**config.mk**
```make
export PLATFORM = sky130hd
export DESIGN_NAME = regfile_dump_flat
export DESIGN_NICKNAME = d
export VERILOG_FILES = /design/src/rtl/regfile_dump_if.sv /design/src/rtl/regfile_dump.sv /design/src/flat_wrapper.sv
export SDC_FILE = /design/constraint.sdc
export NUM_CORES = 1
export LEC_CHECK = 0
export CAP_MARGIN = 25
export CORE_MARGIN = 2
export CORE_UTILIZATION = 40
export CTS_CLUSTER_DIAMETER = 50
export DETAILED_ROUTE_END_ITERATION = 8
export PLACE_DENSITY = 0.78
export RECOVER_POWER = 100
export SLEW_MARGIN = 15
export SYNTH_ARGS = -nofsm -noshare
export SYNTH_HDL_FRONTEND = slang
export SYNTH_SLANG_ARGS = --single-unit
export TNS_END_PERCENT = 10
```
**constraint.sdc**
```tcl
create_clock -name clk -period 2.2 [get_ports clk]
set_input_delay 0.33 -clock clk [delete_from_list [all_inputs] [get_ports clk]]
set_output_delay 0.33 -clock clk [all_outputs]
set_load 0.02 [all_outputs]
```
**src/rtl/regfile_dump_if.sv**
```systemverilog
// Valid/ready stream carrying one register-file word and its entry index.
// Master drives valid/data/index; slave drives ready.
interface regfile_dump_if #(
    parameter int DATA_W = 32,
    parameter int ADDR_W = 5
);
    logic              valid;
    logic              ready;
    logic [DATA_W-1:0] data;
    logic [ADDR_W:0]   index;

    modport master (
        output valid,
        output data,
        output index,
        input  ready
    );

    modport slave (
        input  valid,
        input  data,
        input  index,
        output ready
    );
endinterface

```
**src/rtl/regfile_dump.sv**
```systemverilog
// Register-file snapshot engine: walks every entry and streams it out.
// Define REGFILE_DUMP_CHECKSUM_EN to append an XOR checksum word.
module regfile_dump #(
    parameter int NUM_REGS = 32,
    parameter int DATA_W   = 32,
    parameter int ADDR_W   = 5
) (
    input  logic              clk,
    input  logic              rstn,
    input  logic              start,
    input  logic              abort,
    output logic [ADDR_W-1:0] rf_addr,
    input  logic [DATA_W-1:0] rf_data,
    regfile_dump_if.master    dump,
    output logic              busy,
    output logic              done
);

    localparam logic [ADDR_W-1:0] LAST = ADDR_W'(NUM_REGS - 1);

    typedef enum logic [2:0] {
        S_IDLE,
        S_READ,
        S_SEND,
`ifdef REGFILE_DUMP_CHECKSUM_EN
        S_CSUM,
`endif
        S_DONE
    } state_t;

    state_t            state;
    state_t            nxt;
    logic [ADDR_W-1:0] idx;
    logic [DATA_W-1:0] data_q;
    logic [ADDR_W:0]   index_q;
    logic              hs;
`ifdef REGFILE_DUMP_CHECKSUM_EN
    logic [DATA_W-1:0] acc;
`endif

    assign hs = dump.valid & dump.ready;

    always_ff @(posedge clk) begin
        if (!rstn) begin
            state   <= S_IDLE;
            idx     <= '0;
            data_q  <= '0;
            index_q <= '0;
`ifdef REGFILE_DUMP_CHECKSUM_EN
            acc     <= '0;
`endif
        end else begin
            state <= nxt;
            if (state == S_IDLE && start && !abort) begin
                idx <= '0;
`ifdef REGFILE_DUMP_CHECKSUM_EN
                acc <= '0;
`endif
            end
            if (state == S_READ && !abort) begin
                data_q  <= rf_data;
                index_q <= {1'b0, idx};
`ifdef REGFILE_DUMP_CHECKSUM_EN
                acc     <= acc ^ rf_data;
`endif
            end
            if (state == S_SEND && hs && !abort && idx != LAST)
                idx <= idx + ADDR_W'(1);
        end
    end

    always_comb begin
        nxt = state;
        case (state)
            S_IDLE: if (start && !abort) nxt = S_READ;
            S_READ: nxt = S_SEND;
            S_SEND: begin
                if (hs) begin
                    if (idx == LAST)
`ifdef REGFILE_DUMP_CHECKSUM_EN
                        nxt = S_CSUM;
`else
                        nxt = S_DONE;
`endif
                    else
                        nxt = S_READ;
                end
            end
`ifdef REGFILE_DUMP_CHECKSUM_EN
            S_CSUM: if (hs) nxt = S_DONE;
`endif
            S_DONE: nxt = S_IDLE;
            default: nxt = S_IDLE;
        endcase
        // abort wins over any same-cycle handshake
        if (abort && state != S_IDLE) nxt = S_IDLE;
    end

    always_comb begin
        rf_addr    = '0;
        dump.valid = 1'b0;
        dump.data  = data_q;
        dump.index = index_q;
        busy       = (state != S_IDLE);
        done       = 1'b0;
        case (state)
            S_READ: rf_addr = idx;
            S_SEND: begin
                rf_addr    = idx;
                dump.valid = 1'b1;
            end
`ifdef REGFILE_DUMP_CHECKSUM_EN
            S_CSUM: begin
                rf_addr    = idx;
                dump.valid = 1'b1;
                dump.data  = acc;
                dump.index = (ADDR_W+1)'(NUM_REGS);
            end
`endif
            S_DONE: done = 1'b1;
            default: ;
        endcase
    end

endmodule
```
**src/flat_wrapper.sv**
```systemverilog
// flat-port wrapper written by rule: the top's interface ports become plain ports
module regfile_dump_flat 
#(
    parameter int NUM_REGS = 32,
    parameter int DATA_W   = 32,
    parameter int ADDR_W   = 5
)
  (clk, rstn, start, abort, rf_addr, rf_data, busy, done, dump_valid, dump_data, dump_index, dump_ready);
  regfile_dump_if #(.DATA_W(DATA_W), .ADDR_W(ADDR_W)) dump_i ();
  input  logic clk;
  input  logic rstn;
  input  logic start;
  input  logic abort;
  output logic [ADDR_W-1:0] rf_addr;
  input  logic [DATA_W-1:0] rf_data;
  output logic busy;
  output logic done;
  output wire logic [$bits(dump_i.valid)-1:0] dump_valid;
  output wire logic [$bits(dump_i.data)-1:0] dump_data;
  output wire logic [$bits(dump_i.index)-1:0] dump_index;
  input wire logic [$bits(dump_i.ready)-1:0] dump_ready;
  assign dump_valid = dump_i.valid;
  assign dump_data = dump_i.data;
  assign dump_index = dump_i.index;
  assign dump_i.ready = dump_ready;
  regfile_dump #(.NUM_REGS(NUM_REGS), .DATA_W(DATA_W), .ADDR_W(ADDR_W)) u_core (.clk(clk), .rstn(rstn), .start(start), .abort(abort), .rf_addr(rf_addr), .rf_data(rf_data), .dump(dump_i), .busy(busy), .done(done));
endmodule
```
==> out/metrics.csv, run 1 <==
metric;value;unit
status;complete, no violations;
Rows;24;
Area contributors post-synth;dfxtp_1, nand2_1, a21oi_1, ha_1, buf_2;
Synth Instances;217;
GR Util met3;0.0418;
Post-CTS Resized;5;
depth of the most critical reg-to-reg path;6;
data arrival time of the critical path;1.74;ns
Yosys top cell by area;dfxtp_1;
leak pwr;1.10;nW
starting density of the core;0.411;
share of layout cells above drive strength 1;0.0473;
Power Total;2.16;mW
Yosys reg bits;44;
area share of the largest cell type after synthesis;0.499;
fin. max-slew vios;0;
DR vias/cell;4.91;
Final period util;0.943;
Remaining Overflow, GRT;0;
I/O Buffers;81;
PwrDens;810;nW/um^2
clock sinks;44;
height of the die;70.4;um
total of max-cap violations;0;
Clock transition at path regs;0.08;ns
library cells used by synthesis;25;
antenna violations before repair;0;
antenna cells;0;
Setup TNS Final;0;ns
DRC violations left;0;
Top Ports;83;
worst-skew pair later-pin latency;0.29;ns
Syn. warnings;0;
Core Area;4290;um^2
Peak Freq;482;MHz
worst hold path class;reg -> reg;
most common cell after layout, fill and taps aside;nand2_1;
synthesis-to-layout area growth;51.3;%
clock share of power;0.222;
highest-count cells in the layout ignoring fill and taps;nand2_1, dfxtp_1, a21oi_1, dlygate4sd3_1, clkdlybuf4s50_1;
sw frac;0.343;
WL/cell;12.3;um
CP startpoint;u_core.state[0];
first-pass GRT wire length;6900;um
post-CTS setup buffer count;0;
placed wire-length estimate;3000;um
final WL;4270;um
crit path max fanout;4;
CTS Hold Bufs;0;
CP endpoint kind;primary output;
Final Hold Fails;0;
Syn Nets;260;
TritonCTS clock tree;done;
vias in the first global route;1492;
Initial DRT Pass Iterations;4;
CP startpoint kind;register;
CTS H-tree depth;2;
clk_skew;0.00325;ns
met2 GRT Util;0.271;
crit path time final;2.07;ns
GR Util met1;0.226;
largest net degree at the start of global routing;38;
worst reg2reg setup slack;0.24;ns
GRT Resource Usage Total;0.172;
unrepaired setup endpoints after global routing;no;
Routability Congestion;0.776;
last element of the critical path;busy;
setup violators final;0;
root buffer cell;clkbuf_8;
Setup CP Type;reg -> out;
syn_area_per_cell;8.13;um^2
GR peak layer;met2;
Tightest Pin Transition;0.722;ns
Die X;70.4;um
Post-Syn Area;1760;um^2
1st-iter DRT viols;106;
fin nets;339;
VDD IR max;0.000582;V
via count;1710;
register share of total power;0.435;
CTS max path bufs;2;
max_slew headroom;0.519;
r2r startpoint;u_core.idx[0];
net switching power figure;0.742;mW
Worst R2R End;u_core.idx[3];
P_int;1.42;mW
sequential fraction of the synthesis area;0.499;
CTS buffer count;5;
Die Footprint;4960;um^2
Req. time, crit path;1.87;ns
Antenna Nets Post-Route;0;
logic gate share of total power;0.343;
sequential cells by signal (all words and copies together) (netlist names):
register           flops
u_core.idx             5
u_core.state           2
u_core.dump.index      5
u_core.dump.data      32
cell type report:
type	instances	area, um^2
sequential	44	881
tap	52	65.1
inverter	4	15.0
clock buffer	5	68.8
timing repair buffer	85	832
multi-input combinational	156	795
fill	393	1630
clock inverter	2	12.5
per-stage QoR:
step	worst slack [ns]	area [um^2]	hold WS [ns]	cells	utilization
after floorplan	0.512	1760	0.458	217	-
after CTS	0.120	2700	0.458	348	0.628
after detailed placement	0.282	2620	0.447	341	0.610
final	0.125	2670	0.451	348	0.622
after global routing	0.0491	2670	0.473	348	0.622
after global placement	0.343	2620	0.441	341	0.610
critical path: stages, from the launching register on:
cell and delay (ns):
dfxtp_1 0.39, inv_1 0.10, ha_1 0.25, inv_1 0.11, clkdlybuf4s50_1 0.61
power groups by stage:
stage	Clock, mW	Combinational (mW)	Sequential [mW]
4_1_cts	0.494	0.802	0.945
2_1_floorplan	0	0.354	1.06
3_5_place_dp	0	0.799	0.964
5_1_grt	0.523	0.809	0.955
3_3_place_gp	0	0.791	0.958
6_report	0.480	0.742	0.941
logic make-up after synthesis:
| kind of cell | share of synthesized area |
|---|---|
| AOI/OAI and AO/OA | 0.165 |
| adders and majority gates | 0.0426 |
| buffers and inverters | 0.0454 |
| DFF | 0.499 |
| other | 0.00213 |
| and+or+nand+nor | 0.245 |
how the worst min path moves through the flow:
stage               cells after the start            startpoint                   end
finish                                  2  u_core.dump.data[14]  u_core.dump.data[14]
global route                            2  u_core.dump.data[23]  u_core.dump.data[23]
CTS                                     2   u_core.dump.data[6]   u_core.dump.data[6]
global placement                        2  u_core.dump.data[23]  u_core.dump.data[23]
detailed placement                      2   u_core.dump.data[6]   u_core.dump.data[6]
floorplan                               2         u_core.idx[4]  u_core.dump.index[4]
routing by layer:
| metal | share of wire | up-vias |
|---|---|---|
| met4 | 0.015 | 0 |
| met5 | 0 | - |
| met3 | 0.064 | 9 |
| li1 | - | 868 |
| met1 | 0.46 | 778 |
| met2 | 0.46 | 55 |
cells in the mapped netlist:
cell type   n
o21ai_0     1
nor2b_1     2
conb_1      1
and2_1      5
nand3_1     4
o221a_2     1
nand2b_1    5
and4bb_4    1
ha_1        6
clkinv_1    1
dfxtp_1    44
a41oi_2     1
and3_1      1
inv_1       3
a21o_1      1
buf_2       7
clkbuf_1    4
nand3b_1    1
a311oi_1    1
nand4bb_1   1
buf_4       2
a221oi_1    2
nand2_1    79
a21oi_1    42
a311oi_2    1
No activity file was read; power rests on OpenSTA's default activity.
==> run 2, diff against run 1 <==
==> constraint.sdc (replaced) <==
create_clock -name clk -period 2.2 [get_ports clk]
set_input_delay 0.44 -clock clk [delete_from_list [all_inputs] [get_ports clk]]
set_output_delay 0.44 -clock clk [all_outputs]
set_load 0.02 [all_outputs]
==> run 2 against run 1 <==
Net effect: final cell count up 0.29%; non-clock buffer count unchanged; sequential cell count did not move; sequential share of layout area down 0.95 points; first-iteration DRC count is 1.9% lower; combinational power barely moved; clock power grew 76%; critical endpoint is now rf_addr[3]; largest cell class unchanged; highest routed layer unchanged.
==> out/metrics.csv, run 2 (synthesis gave the netlist of run 1 again) <==
metric;value;unit;change
most common cell after layout, fill and taps aside;nand2_1;;
starting density of the core;0.411;;unchanged
Top Ports;83;;unchanged
worst hold path class;reg -> reg;;
setup violators final;0;;unchanged
Die Footprint;4960;um^2;unchanged
Final Hold Fails;0;;unchanged
hold_sp;u_core.dump.data[15];;
Die X;70.4;um;unchanged
TritonCTS clock tree;done;;
antenna cells;0;;unchanged
height of the die;70.4;um;unchanged
depth of the most critical reg-to-reg path;6;;unchanged
CTS H-tree depth;2;;unchanged
root buffer cell;clkbuf_8;;
Setup TNS Final;0;ns;unchanged
first-pass GRT wire length;6780;um;-1.8%
Peak Freq;483;MHz;+0.18%
total of max-cap violations;0;;unchanged
fin nets;339;;unchanged
CTS max path bufs;2;;unchanged
combined flip-flop and latch cell area;881;um^2;unchanged
fin. max-slew vios;0;;unchanged
worst-skew pair later-pin latency;0.29;ns;about the same
leak pwr;1.13;nW;+3.4%
CP startpoint;u_core.state[0];;
Worst R2R End;u_core.idx[3];;
worst reg2reg setup slack;0.27;ns;+0.03 ns
data arrival time of the critical path;1.63;ns;-0.11 ns
Remaining Overflow, GRT;0;;unchanged
VDD IR max;0.000612;V;+5.2%
CP endpoint kind;primary output;;
DRC violations left;0;;unchanged
1st-iter DRT viols;104;;-1.9%
post-CTS setup buffer count;0;;unchanged
I/O Buffers;81;;unchanged
DR vias/cell;4.84;;-1.5%
placed wire-length estimate;2880;um;-4.0%
Tightest Pin Transition;0.693;ns;-0.0286 ns
Fillers;385;;-2.0%
Initial DRT Pass Iterations;4;;unchanged
highest-count cells in the layout ignoring fill and taps;nand2_1, dfxtp_1, a21oi_1, dlygate4sd3_1, clkdlybuf4s50_1;;
clock sinks;44;;unchanged
crit path max fanout;5;;+1
Routability Congestion;0.834;;+7.4%
r2r startpoint;u_core.idx[0];;
WL/cell;12.1;um;-1.5%
status;complete, no violations;;
Req. time, crit path;1.76;ns;-0.11 ns
GRT Resource Usage Total;0.170;;-0.00161
Setup CP Type;reg -> out;;
crit path time final;2.07;ns;-0.00365 ns
max_slew headroom;0.538;;+0.0191
Antenna Nets Post-Route;0;;unchanged
final WL;4210;um;-1.3%
largest net degree at the start of global routing;45;;+18%
clk_skew;0.00656;ns;+0.00330 ns
Final period util;0.941;;-0.00166
Fin Hold WS;0.450;ns;-0.000935 ns
PwrDens;919;nW/um^2;+13%
Clock transition at path regs;0.08;ns;about the same
vias in the first global route;1504;;+0.80%
synthesis-to-layout area growth;55.7;%;
hold path depth;2;;unchanged
share of layout cells above drive strength 1;0.0471;;-0.000159
hold path endpoint;u_core.dump.data[15];;
CTS buffer count;5;;unchanged
Rows;24;;unchanged
max FFs per register;32;;unchanged
Power Total;2.53;mW;+17%
unrepaired setup endpoints after global routing;no;;
antenna violations before repair;0;;unchanged
CP startpoint kind;register;;
combined area of the multi-input logic cells;795;um^2;unchanged
Core Area;4290;um^2;unchanged
via count;1689;;-1.2%
-- run 2: changes by cell type in the layout (fill, tap and decap cells not counted), sizes merged --
| cell | before | now |
|---|---|---|
| dlygate4sd2 | 5 | 6 |
| dlygate4sd3 | 40 | 39 |
| clkbuf | 6 | 8 |
| bufinv | 0 | 3 |
| clkinv | 2 | 1 |
| clkinvlp | 1 | 0 |
| clkdlybuf4s50 | 36 | 35 |
| buf | 3 | 2 |
-- run 2: final cells by class --
cell class              instances  share of cell area
flip-flops and latches         44               0.321
repair buffers                 85               0.303
multi-input cells             156               0.289
clock inverters                 3              0.0328
clock buffers                   5              0.0250
well taps                      52              0.0237
inverters                       4             0.00546
-- run 2: worst max-delay path by stage --
stage | end | slack (ns) | cells after the start
floorplan | u_core.idx[3] | 0.51 | 6
global placement | rf_addr[4] | 0.23 | 4
detailed placement | rf_addr[4] | 0.20 | 4
CTS | dump_valid | 0.07 | 3
global route | rf_addr[0] | 0.02 | 4
finish | rf_addr[3] | 0.13 | 4
-- run 2: repair_timing --
| action | CTS | global route |
|---|---|---|
| hold buffers | 0 | 0 |
| resized for setup | 6 | 1 |
| gates cloned | 0 | 0 |
| endpoints found under the setup margin | 6 | 1 |
-- run 2: metrics by stage --
stage               cell area (um^2)   util  worst slack (ns)  std cells
global route                    2750  0.640            0.0155        349
detailed placement              2620  0.610             0.197        341
floorplan                       1760      -             0.512        217
finish                          2750  0.640             0.129        349
global placement                2620  0.610             0.233        341
CTS                             2770  0.645            0.0666        349
-- run 2: where the power goes --
group | total (mW) | internal [mW] | switching [mW]
Combinational | 0.740 | 0.310 | 0.430
Clock | 0.845 | 0.568 | 0.278
Sequential | 0.940 | 0.891 | 0.0493
Total | 2.53 | 1.77 | 0.757
-- run 2: critical path, cell delays in order (launching register included) --
cell,delay [ns]
dfxtp_1,0.38
inv_1,0.11
ha_1,0.36
and2_1,0.18
dlygate4sd2_1,0.31
-- run 2: layer usage --
metal / up-vias / track usage / wire (um)
li1: 874 / - / -
met1: 764 / 0.220 / 1940
met2: 47 / 0.267 / 1970
met3: 4 / 0.0548 / 269
met4: 0 / 0.0577 / 25
met5: - / 0 / 0
